`src/rtl/decode_dispatch_queue_pkg.sv`:
```
// Shared encodings for the decode/dispatch queue: RV32I opcode fields,
// internal operation enumeration and zero constants.
package decode_dispatch_queue_pkg;

    localparam logic [6:0] OPCODE_LUI    = 7'b0110111;
    localparam logic [6:0] OPCODE_AUIPC  = 7'b0010111;
    localparam logic [6:0] OPCODE_JAL    = 7'b1101111;
    localparam logic [6:0] OPCODE_JALR   = 7'b1100111;
    localparam logic [6:0] OPCODE_BRANCH = 7'b1100011;
    localparam logic [6:0] OPCODE_LOAD   = 7'b0000011;
    localparam logic [6:0] OPCODE_STORE  = 7'b0100011;
    localparam logic [6:0] OPCODE_OPIMM  = 7'b0010011;
    localparam logic [6:0] OPCODE_OP     = 7'b0110011;

    localparam logic [2:0] FUNC3_ADD  = 3'b000;
    localparam logic [2:0] FUNC3_SLL  = 3'b001;
    localparam logic [2:0] FUNC3_SLT  = 3'b010;
    localparam logic [2:0] FUNC3_SLTU = 3'b011;
    localparam logic [2:0] FUNC3_XOR  = 3'b100;
    localparam logic [2:0] FUNC3_SR   = 3'b101;
    localparam logic [2:0] FUNC3_OR   = 3'b110;
    localparam logic [2:0] FUNC3_AND  = 3'b111;

    localparam logic [6:0] FUNC7_ZERO = 7'b0000000;
    localparam logic [6:0] FUNC7_ALT  = 7'b0100000;

    localparam logic [31:0] ZERO_WORD = 32'h0;
    localparam logic [3:0]  ZERO_ROB  = 4'h0;

    typedef logic [3:0] ROB_POS_TYPE;

    // Operation codes presented on out_op; NOP doubles as "illegal".
    typedef enum logic [5:0] {
        OPENUM_NOP   = 6'd0,
        OPENUM_LUI   = 6'd1,  OPENUM_AUIPC = 6'd2,  OPENUM_JAL  = 6'd3,  OPENUM_JALR = 6'd4,
        OPENUM_BEQ   = 6'd5,  OPENUM_BNE   = 6'd6,  OPENUM_BLT  = 6'd7,  OPENUM_BGE  = 6'd8,
        OPENUM_BLTU  = 6'd9,  OPENUM_BGEU  = 6'd10,
        OPENUM_LB    = 6'd11, OPENUM_LH    = 6'd12, OPENUM_LW   = 6'd13, OPENUM_LBU  = 6'd14,
        OPENUM_LHU   = 6'd15,
        OPENUM_SB    = 6'd16, OPENUM_SH    = 6'd17, OPENUM_SW   = 6'd18,
        OPENUM_ADDI  = 6'd19, OPENUM_SLTI  = 6'd20, OPENUM_SLTIU = 6'd21, OPENUM_XORI = 6'd22,
        OPENUM_ORI   = 6'd23, OPENUM_ANDI  = 6'd24, OPENUM_SLLI = 6'd25, OPENUM_SRLI = 6'd26,
        OPENUM_SRAI  = 6'd27,
        OPENUM_ADD   = 6'd28, OPENUM_SUB   = 6'd29, OPENUM_SLL  = 6'd30, OPENUM_SLT  = 6'd31,
        OPENUM_SLTU  = 6'd32, OPENUM_XOR   = 6'd33, OPENUM_SRL  = 6'd34, OPENUM_SRA  = 6'd35,
        OPENUM_OR    = 6'd36, OPENUM_AND   = 6'd37
    } op_e;

endpackage

```
`src/rtl/decode_dispatch_queue_inst_decode.sv`:
```
// Combinational RV32I decoder for the instruction at the queue head.
module inst_decode
    import decode_dispatch_queue_pkg::*;
#(
    parameter int XLEN = 32
) (
    input  logic [XLEN-1:0] i_inst,
    output op_e             o_op,
    output logic [XLEN-1:0] o_imm,
    output logic            o_is_mem,
    output logic            o_uses_rs1,
    output logic            o_uses_rs2,
    output logic            o_rd_we,
    output logic            o_legal
);
    logic [6:0] w_opc;
    logic [2:0] w_f3;
    logic [6:0] w_f7;

    assign w_opc = i_inst[6:0];
    assign w_f3  = i_inst[14:12];
    assign w_f7  = i_inst[31:25];

    // Decode opcode/funct fields into operation, immediate and operand usage.
    always_comb begin
        o_op       = OPENUM_NOP;
        o_imm      = '0;
        o_is_mem   = 1'b0;
        o_uses_rs1 = 1'b0;
        o_uses_rs2 = 1'b0;
        o_rd_we    = 1'b0;
        o_legal    = 1'b0;
        unique case (w_opc)
            OPCODE_LUI, OPCODE_AUIPC: begin
                o_op    = (w_opc == OPCODE_LUI) ? OPENUM_LUI : OPENUM_AUIPC;
                o_imm   = XLEN'($signed({i_inst[31:12], 12'b0}));
                o_rd_we = 1'b1;
                o_legal = 1'b1;
            end
            OPCODE_JAL: begin
                o_op    = OPENUM_JAL;
                o_imm   = XLEN'($signed({i_inst[31], i_inst[19:12], i_inst[20], i_inst[30:21], 1'b0}));
                o_rd_we = 1'b1;
                o_legal = 1'b1;
            end
            OPCODE_JALR: begin
                o_op       = OPENUM_JALR;
                o_imm      = XLEN'($signed(i_inst[31:20]));
                o_uses_rs1 = 1'b1;
                o_rd_we    = 1'b1;
                o_legal    = (w_f3 == FUNC3_ADD);
            end
            OPCODE_BRANCH: begin
                o_imm      = XLEN'($signed({i_inst[31], i_inst[7], i_inst[30:25], i_inst[11:8], 1'b0}));
                o_uses_rs1 = 1'b1;
                o_uses_rs2 = 1'b1;
                o_legal    = 1'b1;
                case (w_f3)
                    3'b000:  o_op = OPENUM_BEQ;
                    3'b001:  o_op = OPENUM_BNE;
                    3'b100:  o_op = OPENUM_BLT;
                    3'b101:  o_op = OPENUM_BGE;
                    3'b110:  o_op = OPENUM_BLTU;
                    3'b111:  o_op = OPENUM_BGEU;
                    default: o_legal = 1'b0;
                endcase
            end
            OPCODE_LOAD: begin
                o_imm      = XLEN'($signed(i_inst[31:20]));
                o_is_mem   = 1'b1;
                o_uses_rs1 = 1'b1;
                o_rd_we    = 1'b1;
                o_legal    = 1'b1;
                case (w_f3)
                    3'b000:  o_op = OPENUM_LB;
                    3'b001:  o_op = OPENUM_LH;
                    3'b010:  o_op = OPENUM_LW;
                    3'b100:  o_op = OPENUM_LBU;
                    3'b101:  o_op = OPENUM_LHU;
                    default: o_legal = 1'b0;
                endcase
            end
            OPCODE_STORE: begin
                o_imm      = XLEN'($signed({i_inst[31:25], i_inst[11:7]}));
                o_is_mem   = 1'b1;
                o_uses_rs1 = 1'b1;
                o_uses_rs2 = 1'b1;
                o_legal    = 1'b1;
                case (w_f3)
                    3'b000:  o_op = OPENUM_SB;
                    3'b001:  o_op = OPENUM_SH;
                    3'b010:  o_op = OPENUM_SW;
                    default: o_legal = 1'b0;
                endcase
            end
            OPCODE_OPIMM: begin
                o_imm      = XLEN'($signed(i_inst[31:20]));
                o_uses_rs1 = 1'b1;
                o_rd_we    = 1'b1;
                o_legal    = 1'b1;
                case (w_f3)
                    FUNC3_ADD:  o_op = OPENUM_ADDI;
                    FUNC3_SLT:  o_op = OPENUM_SLTI;
                    FUNC3_SLTU: o_op = OPENUM_SLTIU;
                    FUNC3_XOR:  o_op = OPENUM_XORI;
                    FUNC3_OR:   o_op = OPENUM_ORI;
                    FUNC3_AND:  o_op = OPENUM_ANDI;
                    FUNC3_SLL: begin
                        o_op    = OPENUM_SLLI;
                        o_imm   = XLEN'(i_inst[24:20]);
                        o_legal = (w_f7 == FUNC7_ZERO);
                    end
                    default: begin
                        o_op    = (w_f7 == FUNC7_ALT) ? OPENUM_SRAI : OPENUM_SRLI;
                        o_imm   = XLEN'(i_inst[24:20]);
                        o_legal = (w_f7 == FUNC7_ZERO) || (w_f7 == FUNC7_ALT);
                    end
                endcase
            end
            OPCODE_OP: begin
                o_uses_rs1 = 1'b1;
                o_uses_rs2 = 1'b1;
                o_rd_we    = 1'b1;
                o_legal    = 1'b1;
                if (w_f7 == FUNC7_ZERO) begin
                    case (w_f3)
                        FUNC3_ADD:  o_op = OPENUM_ADD;
                        FUNC3_SLL:  o_op = OPENUM_SLL;
                        FUNC3_SLT:  o_op = OPENUM_SLT;
                        FUNC3_SLTU: o_op = OPENUM_SLTU;
                        FUNC3_XOR:  o_op = OPENUM_XOR;
                        FUNC3_SR:   o_op = OPENUM_SRL;
                        FUNC3_OR:   o_op = OPENUM_OR;
                        default:    o_op = OPENUM_AND;
                    endcase
                end else if (w_f7 == FUNC7_ALT && w_f3 == FUNC3_ADD) begin
                    o_op = OPENUM_SUB;
                end else if (w_f7 == FUNC7_ALT && w_f3 == FUNC3_SR) begin
                    o_op = OPENUM_SRA;
                end else begin
                    o_legal = 1'b0;
                end
            end
            default: o_legal = 1'b0;
        endcase
        // Unknown encodings present as a NOP with nothing to rename or read.
        if (!o_legal) begin
            o_op       = OPENUM_NOP;
            o_imm      = '0;
            o_is_mem   = 1'b0;
            o_uses_rs1 = 1'b0;
            o_uses_rs2 = 1'b0;
            o_rd_we    = 1'b0;
        end
    end
endmodule

```
`src/rtl/decode_dispatch_queue.sv`:
```
// Buffered decode/dispatch stage: circular instruction queue, head decode,
// operand resolution (regfile/ROB/CDB) and one-per-cycle registered dispatch.
module decode_dispatch_queue
    import decode_dispatch_queue_pkg::*;
#(
    parameter int IQ_DEPTH  = 16,
    parameter int ROB_TAG_W = 4,
    parameter int XLEN      = 32
) (
    input  logic                 clk,
    input  logic                 rst,
    input  logic                 rdy,
    input  logic                 in_flush,
    input  logic                 in_inst_valid,
    input  logic [XLEN-1:0]      in_inst,
    input  logic [XLEN-1:0]      in_pc,
    input  logic                 in_pred_jump,
    output logic                 out_iq_full,
    output logic [4:0]           out_reg_rs1,
    output logic [4:0]           out_reg_rs2,
    input  logic                 in_reg_busy1,
    input  logic                 in_reg_busy2,
    input  logic [ROB_TAG_W-1:0] in_reg_tag1,
    input  logic [ROB_TAG_W-1:0] in_reg_tag2,
    input  logic [XLEN-1:0]      in_reg_val1,
    input  logic [XLEN-1:0]      in_reg_val2,
    output logic [ROB_TAG_W-1:0] out_rob_qtag1,
    output logic [ROB_TAG_W-1:0] out_rob_qtag2,
    input  logic                 in_rob_rdy1,
    input  logic                 in_rob_rdy2,
    input  logic [XLEN-1:0]      in_rob_val1,
    input  logic [XLEN-1:0]      in_rob_val2,
    input  logic                 in_cdb_valid,
    input  logic [ROB_TAG_W-1:0] in_cdb_tag,
    input  logic [XLEN-1:0]      in_cdb_val,
    input  logic                 in_rob_full,
    input  logic                 in_rs_full,
    input  logic                 in_lsb_full,
    input  logic [ROB_TAG_W-1:0] in_rob_free_tag,
    output logic                 out_alloc,
    output logic                 out_ren_we,
    output logic [4:0]           out_ren_rd,
    output logic [ROB_TAG_W-1:0] out_ren_tag,
    output logic                 out_rob_valid,
    output logic                 out_rs_valid,
    output logic                 out_lsb_valid,
    output logic [5:0]           out_op,
    output logic [4:0]           out_rd,
    output logic [XLEN-1:0]      out_imm,
    output logic [XLEN-1:0]      out_pc,
    output logic [XLEN-1:0]      out_val1,
    output logic [XLEN-1:0]      out_val2,
    output logic [ROB_TAG_W-1:0] out_tag1,
    output logic [ROB_TAG_W-1:0] out_tag2,
    output logic [ROB_TAG_W-1:0] out_rob_tag,
    output logic                 out_pred_jump
);
    localparam int PTR_W = $clog2(IQ_DEPTH);
    localparam int CNT_W = PTR_W + 1;

    logic [XLEN-1:0]      r_iq_inst [IQ_DEPTH];
    logic [XLEN-1:0]      r_iq_pc   [IQ_DEPTH];
    logic                 r_iq_pred [IQ_DEPTH];
    logic [PTR_W-1:0]     r_head, r_tail;
    logic [CNT_W-1:0]     r_count, w_count_nxt;
    logic                 r_full;

    logic                 r_rob_valid, r_rs_valid, r_lsb_valid, r_pred;
    op_e                  r_op;
    logic [4:0]           r_rd;
    logic [XLEN-1:0]      r_imm, r_pc, r_val1, r_val2;
    logic [ROB_TAG_W-1:0] r_tag1, r_tag2, r_rob_tag;

    logic [XLEN-1:0]      w_inst, w_imm, w_val1, w_val2;
    logic [ROB_TAG_W-1:0] w_tag1, w_tag2;
    op_e                  w_op;
    logic                 w_is_mem, w_uses_rs1, w_uses_rs2, w_rd_we, w_legal;
    logic [4:0]           w_rs1, w_rs2, w_rd;
    logic                 w_active, w_nonempty, w_fire, w_enq, w_deq;

    assign w_inst = r_iq_inst[r_head];
    assign w_rs1  = w_inst[19:15];
    assign w_rs2  = w_inst[24:20];
    assign w_rd   = w_rd_we ? w_inst[11:7] : 5'd0;

    inst_decode #(.XLEN(XLEN)) u_dec (
        .i_inst     (w_inst),
        .o_op       (w_op),
        .o_imm      (w_imm),
        .o_is_mem   (w_is_mem),
        .o_uses_rs1 (w_uses_rs1),
        .o_uses_rs2 (w_uses_rs2),
        .o_rd_we    (w_rd_we),
        .o_legal    (w_legal)
    );

    assign w_active   = !rst && rdy && !in_flush;
    assign w_nonempty = (r_count != '0);
    assign w_fire     = w_active && w_nonempty && w_legal && !in_rob_full &&
                        !(w_is_mem ? in_lsb_full : in_rs_full);
    // Illegal heads are discarded without waiting on back-end capacity.
    assign w_deq      = w_fire || (w_active && w_nonempty && !w_legal);
    assign w_enq      = w_active && in_inst_valid && !r_full;

    // Resolve each source: x0, regfile, ROB, CDB bypass, else wait on tag.
    always_comb begin
        w_val1 = XLEN'(ZERO_WORD);
        w_tag1 = ROB_TAG_W'(ZERO_ROB);
        w_val2 = XLEN'(ZERO_WORD);
        w_tag2 = ROB_TAG_W'(ZERO_ROB);
        if (w_uses_rs1 && w_rs1 != 5'd0) begin
            if (!in_reg_busy1)                                   w_val1 = in_reg_val1;
            else if (in_rob_rdy1)                                w_val1 = in_rob_val1;
            else if (in_cdb_valid && in_cdb_tag == in_reg_tag1)  w_val1 = in_cdb_val;
            else                                                 w_tag1 = in_reg_tag1;
        end
        if (w_uses_rs2 && w_rs2 != 5'd0) begin
            if (!in_reg_busy2)                                   w_val2 = in_reg_val2;
            else if (in_rob_rdy2)                                w_val2 = in_rob_val2;
            else if (in_cdb_valid && in_cdb_tag == in_reg_tag2)  w_val2 = in_cdb_val;
            else                                                 w_tag2 = in_reg_tag2;
        end
    end

    // Next occupancy from enqueue/dequeue pair.
    always_comb begin
        w_count_nxt = r_count;
        case ({w_enq, w_deq})
            2'b10:   w_count_nxt = r_count + CNT_W'(1);
            2'b01:   w_count_nxt = r_count - CNT_W'(1);
            default: w_count_nxt = r_count;
        endcase
    end

    // Queue pointers, occupancy and registered full flag.
    always_ff @(posedge clk) begin
        if (rst || in_flush) begin
            r_head  <= '0;
            r_tail  <= '0;
            r_count <= '0;
            r_full  <= 1'b0;
        end else begin
            if (w_enq) r_tail <= r_tail + PTR_W'(1);
            if (w_deq) r_head <= r_head + PTR_W'(1);
            r_count <= w_count_nxt;
            r_full  <= (w_count_nxt == CNT_W'(IQ_DEPTH));
        end
    end

    // Queue storage write at the tail.
    always_ff @(posedge clk) begin
        if (w_enq) begin
            r_iq_inst[r_tail] <= in_inst;
            r_iq_pc[r_tail]   <= in_pc;
            r_iq_pred[r_tail] <= in_pred_jump;
        end
    end

    // Registered dispatch strobes and payload, one cycle after fire.
    always_ff @(posedge clk) begin
        if (rst || in_flush) begin
            r_rob_valid <= 1'b0;
            r_rs_valid  <= 1'b0;
            r_lsb_valid <= 1'b0;
            r_op        <= OPENUM_NOP;
            r_rd        <= '0;
            r_imm       <= '0;
            r_pc        <= '0;
            r_val1      <= '0;
            r_val2      <= '0;
            r_tag1      <= '0;
            r_tag2      <= '0;
            r_rob_tag   <= '0;
            r_pred      <= 1'b0;
        end else if (rdy) begin
            r_rob_valid <= w_fire;
            r_rs_valid  <= w_fire && !w_is_mem;
            r_lsb_valid <= w_fire && w_is_mem;
            if (w_fire) begin
                r_op      <= w_op;
                r_rd      <= w_rd;
                r_imm     <= w_imm;
                r_pc      <= r_iq_pc[r_head];
                r_val1    <= w_val1;
                r_val2    <= w_val2;
                r_tag1    <= w_tag1;
                r_tag2    <= w_tag2;
                r_rob_tag <= in_rob_free_tag;
                r_pred    <= r_iq_pred[r_head];
            end
        end
    end

    assign out_iq_full   = r_full;
    assign out_reg_rs1   = w_rs1;
    assign out_reg_rs2   = w_rs2;
    assign out_rob_qtag1 = in_reg_tag1;
    assign out_rob_qtag2 = in_reg_tag2;
    assign out_alloc     = w_fire;
    assign out_ren_we    = w_fire && w_rd_we && (w_rd != 5'd0);
    assign out_ren_rd    = w_rd;
    assign out_ren_tag   = in_rob_free_tag;
    assign out_rob_valid = r_rob_valid;
    assign out_rs_valid  = r_rs_valid;
    assign out_lsb_valid = r_lsb_valid;
    assign out_op        = r_op;
    assign out_rd        = r_rd;
    assign out_imm       = r_imm;
    assign out_pc        = r_pc;
    assign out_val1      = r_val1;
    assign out_val2      = r_val2;
    assign out_tag1      = r_tag1;
    assign out_tag2      = r_tag2;
    assign out_rob_tag   = r_rob_tag;
    assign out_pred_jump = r_pred;
endmodule

```
`config.mk`:
```
export PLATFORM = sky130hd
export DESIGN_NAME = decode_dispatch_queue
export DESIGN_NICKNAME = d
export VERILOG_FILES = /design/src/rtl/decode_dispatch_queue_pkg.sv /design/src/rtl/decode_dispatch_queue_inst_decode.sv /design/src/rtl/decode_dispatch_queue.sv
export SDC_FILE = /design/constraint.sdc
export NUM_CORES = 1
export LEC_CHECK = 0
export CAP_MARGIN = 10
export CORE_MARGIN = 4
export CORE_UTILIZATION = 45
export CTS_CLUSTER_DIAMETER = 50
export DETAILED_ROUTE_END_ITERATION = 10
export PLACE_DENSITY = 0.76
export SLEW_MARGIN = 20
export SYNTH_ARGS = -nofsm -noshare
export SYNTH_HDL_FRONTEND = slang
export SYNTH_SLANG_ARGS = --single-unit
```
`constraint.sdc`:
```
create_clock -name clk -period 10.5 [get_ports clk]
set_clock_uncertainty 0.15 [all_clocks]
set_input_delay 2.1 -clock clk [delete_from_list [all_inputs] [get_ports clk]]
set_output_delay 2.1 -clock clk [all_outputs]
set_load 0.1 [all_outputs]
```
==> results.md <==
* # fillers at 7974
* Synth Net Count at 2845
* Depth of the most critical reg-to-reg path at 22
* Pre-CTS WS at 2.45 ns
* Fraction of registers with async set or reset after synthesis at 0%
* Max Transition Viols Final at 0
* Slew HR at 17.1%
* Total die area at 111000 um2
* Met3 global-route usage at 6.47%
* Achievable Freq at 114 MHz
* Compound-Gate Fraction of Synth Area at 6.44%
* Most used DFF post-synth: edfxtp_1
* Simple logic cell fraction of the synthesized area at 3.89%
* Pwr dens at 175 nW/um2
* Largest family of logic cells by synthesized area: multiplexers
* DP HPWL at 82.9 mm
* Static leakage at 17.9 nW
* Startpoint types: register
* Core ar. at 105000 um2
* Final hold viol count at 0
* RSZ-0062 raised after global routing: no
* Skew-Pair Late Insertion Delay at 0.74 ns
* Most frequent cells in the layout: edfxtp_1, clkdlybuf4s50_1, mux4_2
* Vias in the first global route at 27500
* CTS tree: built
* Gr busiest metal: met2
* Min cycle time layout at 8.80 ns
* Port bufs at 438
* Fin worst setup slack at 1.70 ns
* CP arrival at 6.55 ns
* Met2 global-route usage at 41.3%
* Mapped Cells at 2583
* Outcome: completed
* CTS Buf Count at 135
* Max H-tree Level at 4
* Layout Utilization at 55.1%
* Initial DRC count at 2984
* Post-CTS sizing at 0
* Worst vdd ir at 141 uV
* Grt ovf at 0
* Slew @ Worst Pin at 1.23 ns
* Routed WL per cell at 30.3 um
* Nets@finish at 3303
* Largest net degree at the start of global routing at 107
* Worst Hold Class: reg -> reg
* Req. time, crit path at 8.25 ns
* Register Area at 34700 um2
* Setup Viol. Count Final at 0
* Layout cells sized above 1 at 20.8%
* Commonest non-fill, non-tap cell in the layout: edfxtp_1
* Met1 GRT Util at 30.8%
* DRC errors left at 0
* Area growth syn-to-layout at 21.6%
* Hold depth at 2
* Avg Vias per Cell at 6.01
* Synth Area in Adders at 0.209%
* First-pass GRT wire length at 197 mm
* Synth unique cells at 73
* Die height at 334 um
* Dpl cell area at 53700 um2
* Hold_buf cts at 0
* Initial antenna violation count at 15
* Synth Cell Area at 47800 um2
* Gp weighted congestion at 0.910
* # Post-CTS Setup Buffers at 0
* Pwr Total at 10.2 mW
* DR vias at 27300
* I/O pins at 439
* Number of synthesized flops with an enable pin at 1040
* Initial DRT Pass Iterations at 6
* Routed WL at 138 mm
* MaxCap Viol Count at 0
* Critical path peak fanout at 41
* Die X at 334 um
* CP endpoint kind: output pin
* Syn. warnings at 0
* Layout Cells excl Fill at 4547
* Post-DRT Antenna Nets at 0
* Mux share of post-synthesis cell area at 14.7%
* Period utilisation layout at 83.8%
* Worst Hold Slack at 0.308 ns
* Synth Register Bits at 1213
* Synth Area in XOR/XNOR at 0.312%
* Fin area at 58100 um2
* Seq/Total Area, Yosys at 72.6%
* Gr usage total at 24.5%
* CTS Buffer Depth at 3
* Setup_tns at 0 ns
* Clock sinks at 1213
* Inst Count DP at 4295
* Mean area per synthesized cell at 18.5 um2
* Multi-input combinational cell area at 12400 um2
* CP Class: reg -> out
* Site row count at 119
* Root Driver: clkbuf_16
* Clock transition at path regs at 0.06 ns
* Starting Density at 45.3%
## final cells by class
type,instances,share of cell area (%)
Multi-Input combinational cell,1174,21.3
Timing Repair Buffer,498,8.24
Clock inverter,56,0.990
Clock buffer,191,6.63
Antenna cell,5,0.0215
Inverter,19,0.123
Tap cell,1391,2.99
Sequential cell,1213,59.7
## Yosys cell counts (6+ instances only)
cell type  instances  area [um2]
a22oi_1           12        90.1
buf_4             14         105
a22o_1            33         289
or3_1              6        37.5
nand3_1           16        80.1
edfxtp_1        1040       31200
clkbuf_1         105         394
inv_1             19        71.3
o2bb2ai_2         30         450
nor2_1            65         244
nand4_1            7        43.8
o211ai_1          65         488
nor3_1            16        80.1
dfxtp_1          173        3460
buf_6              7        78.8
o2bb2ai_1         52         455
nand2_1          246         923
mux2i_1           14         140
buf_2             35         175
xor2_1            12         105
ha_1               8         100
mux4_2           305        6870
o21ai_0          108         541
nor2b_1           15        93.8
buf_1             16        60.1
a21oi_1           60         300
## kinds of logic (layout without fill, tap and decap cells)
kind of cell	count (synthesis)	after routing
compound gates	412	412
xor+xnor	17	17
fa+ha+maj	8	8
buf+inv	196	764
flops	1213	1213
mux	321	321
other cells	0	5
simple gates	416	416
## flip-flops by register name (all words and copies together), names as in the netlist, 5 cells and up, named ones only
| signal | cells |
|---|---|
| out_pc | 32 |
| out_op | 6 |
| r_iq_inst | 512 |
| r_count | 5 |
| out_val1 | 32 |
| out_imm | 32 |
| r_iq_pred | 16 |
| out_rd | 5 |
| out_val2 | 32 |
| r_iq_pc | 512 |
## worst max-delay path: stages, from the launching register on
cell and delay, ns:
dfxtp_4 0.90, buf_4 0.56, mux4_2 0.40, mux4_2 0.65, and3b_1 0.38, a21oi_1 0.10
o221a_1 0.26, o32ai_4 0.43, o21ai_0 0.13, buf_4 0.18, nor2_1 0.34, o21a_1 0.26
clkdlybuf4s50_1 1.15
## path summary, 6_finish.rpt
| kind | from | end | slack (ns) |
|---|---|---|---|
| setup / recovery | register | out_ren_we | 1.70 |
| hold / removal | out_pc[21] | out_pc[21] | 0.31 |
| setup reg to reg | register | out_iq_full | 3.59 |
| hold reg to reg | out_pc[21] | out_pc[21] | 0.31 |
## power breakdown
group          internal, mW  switching, mW  leakage [nW]
clock                  2.74           1.90          2.15
combinational         0.123          0.185          5.03
sequential             5.23        0.00191          10.7
total                  8.09           2.09          17.9
## metal layers
layer  share of wire [%]  up-vias  wire [um]
li1                    -    11500          -
met1                  36    14000      50300
met4                 3.8        8       5290
met3                 9.7      279      13400
met2                  50     1631      68800
met5               0.042        -         58
(Power assumes the default switching activity.)
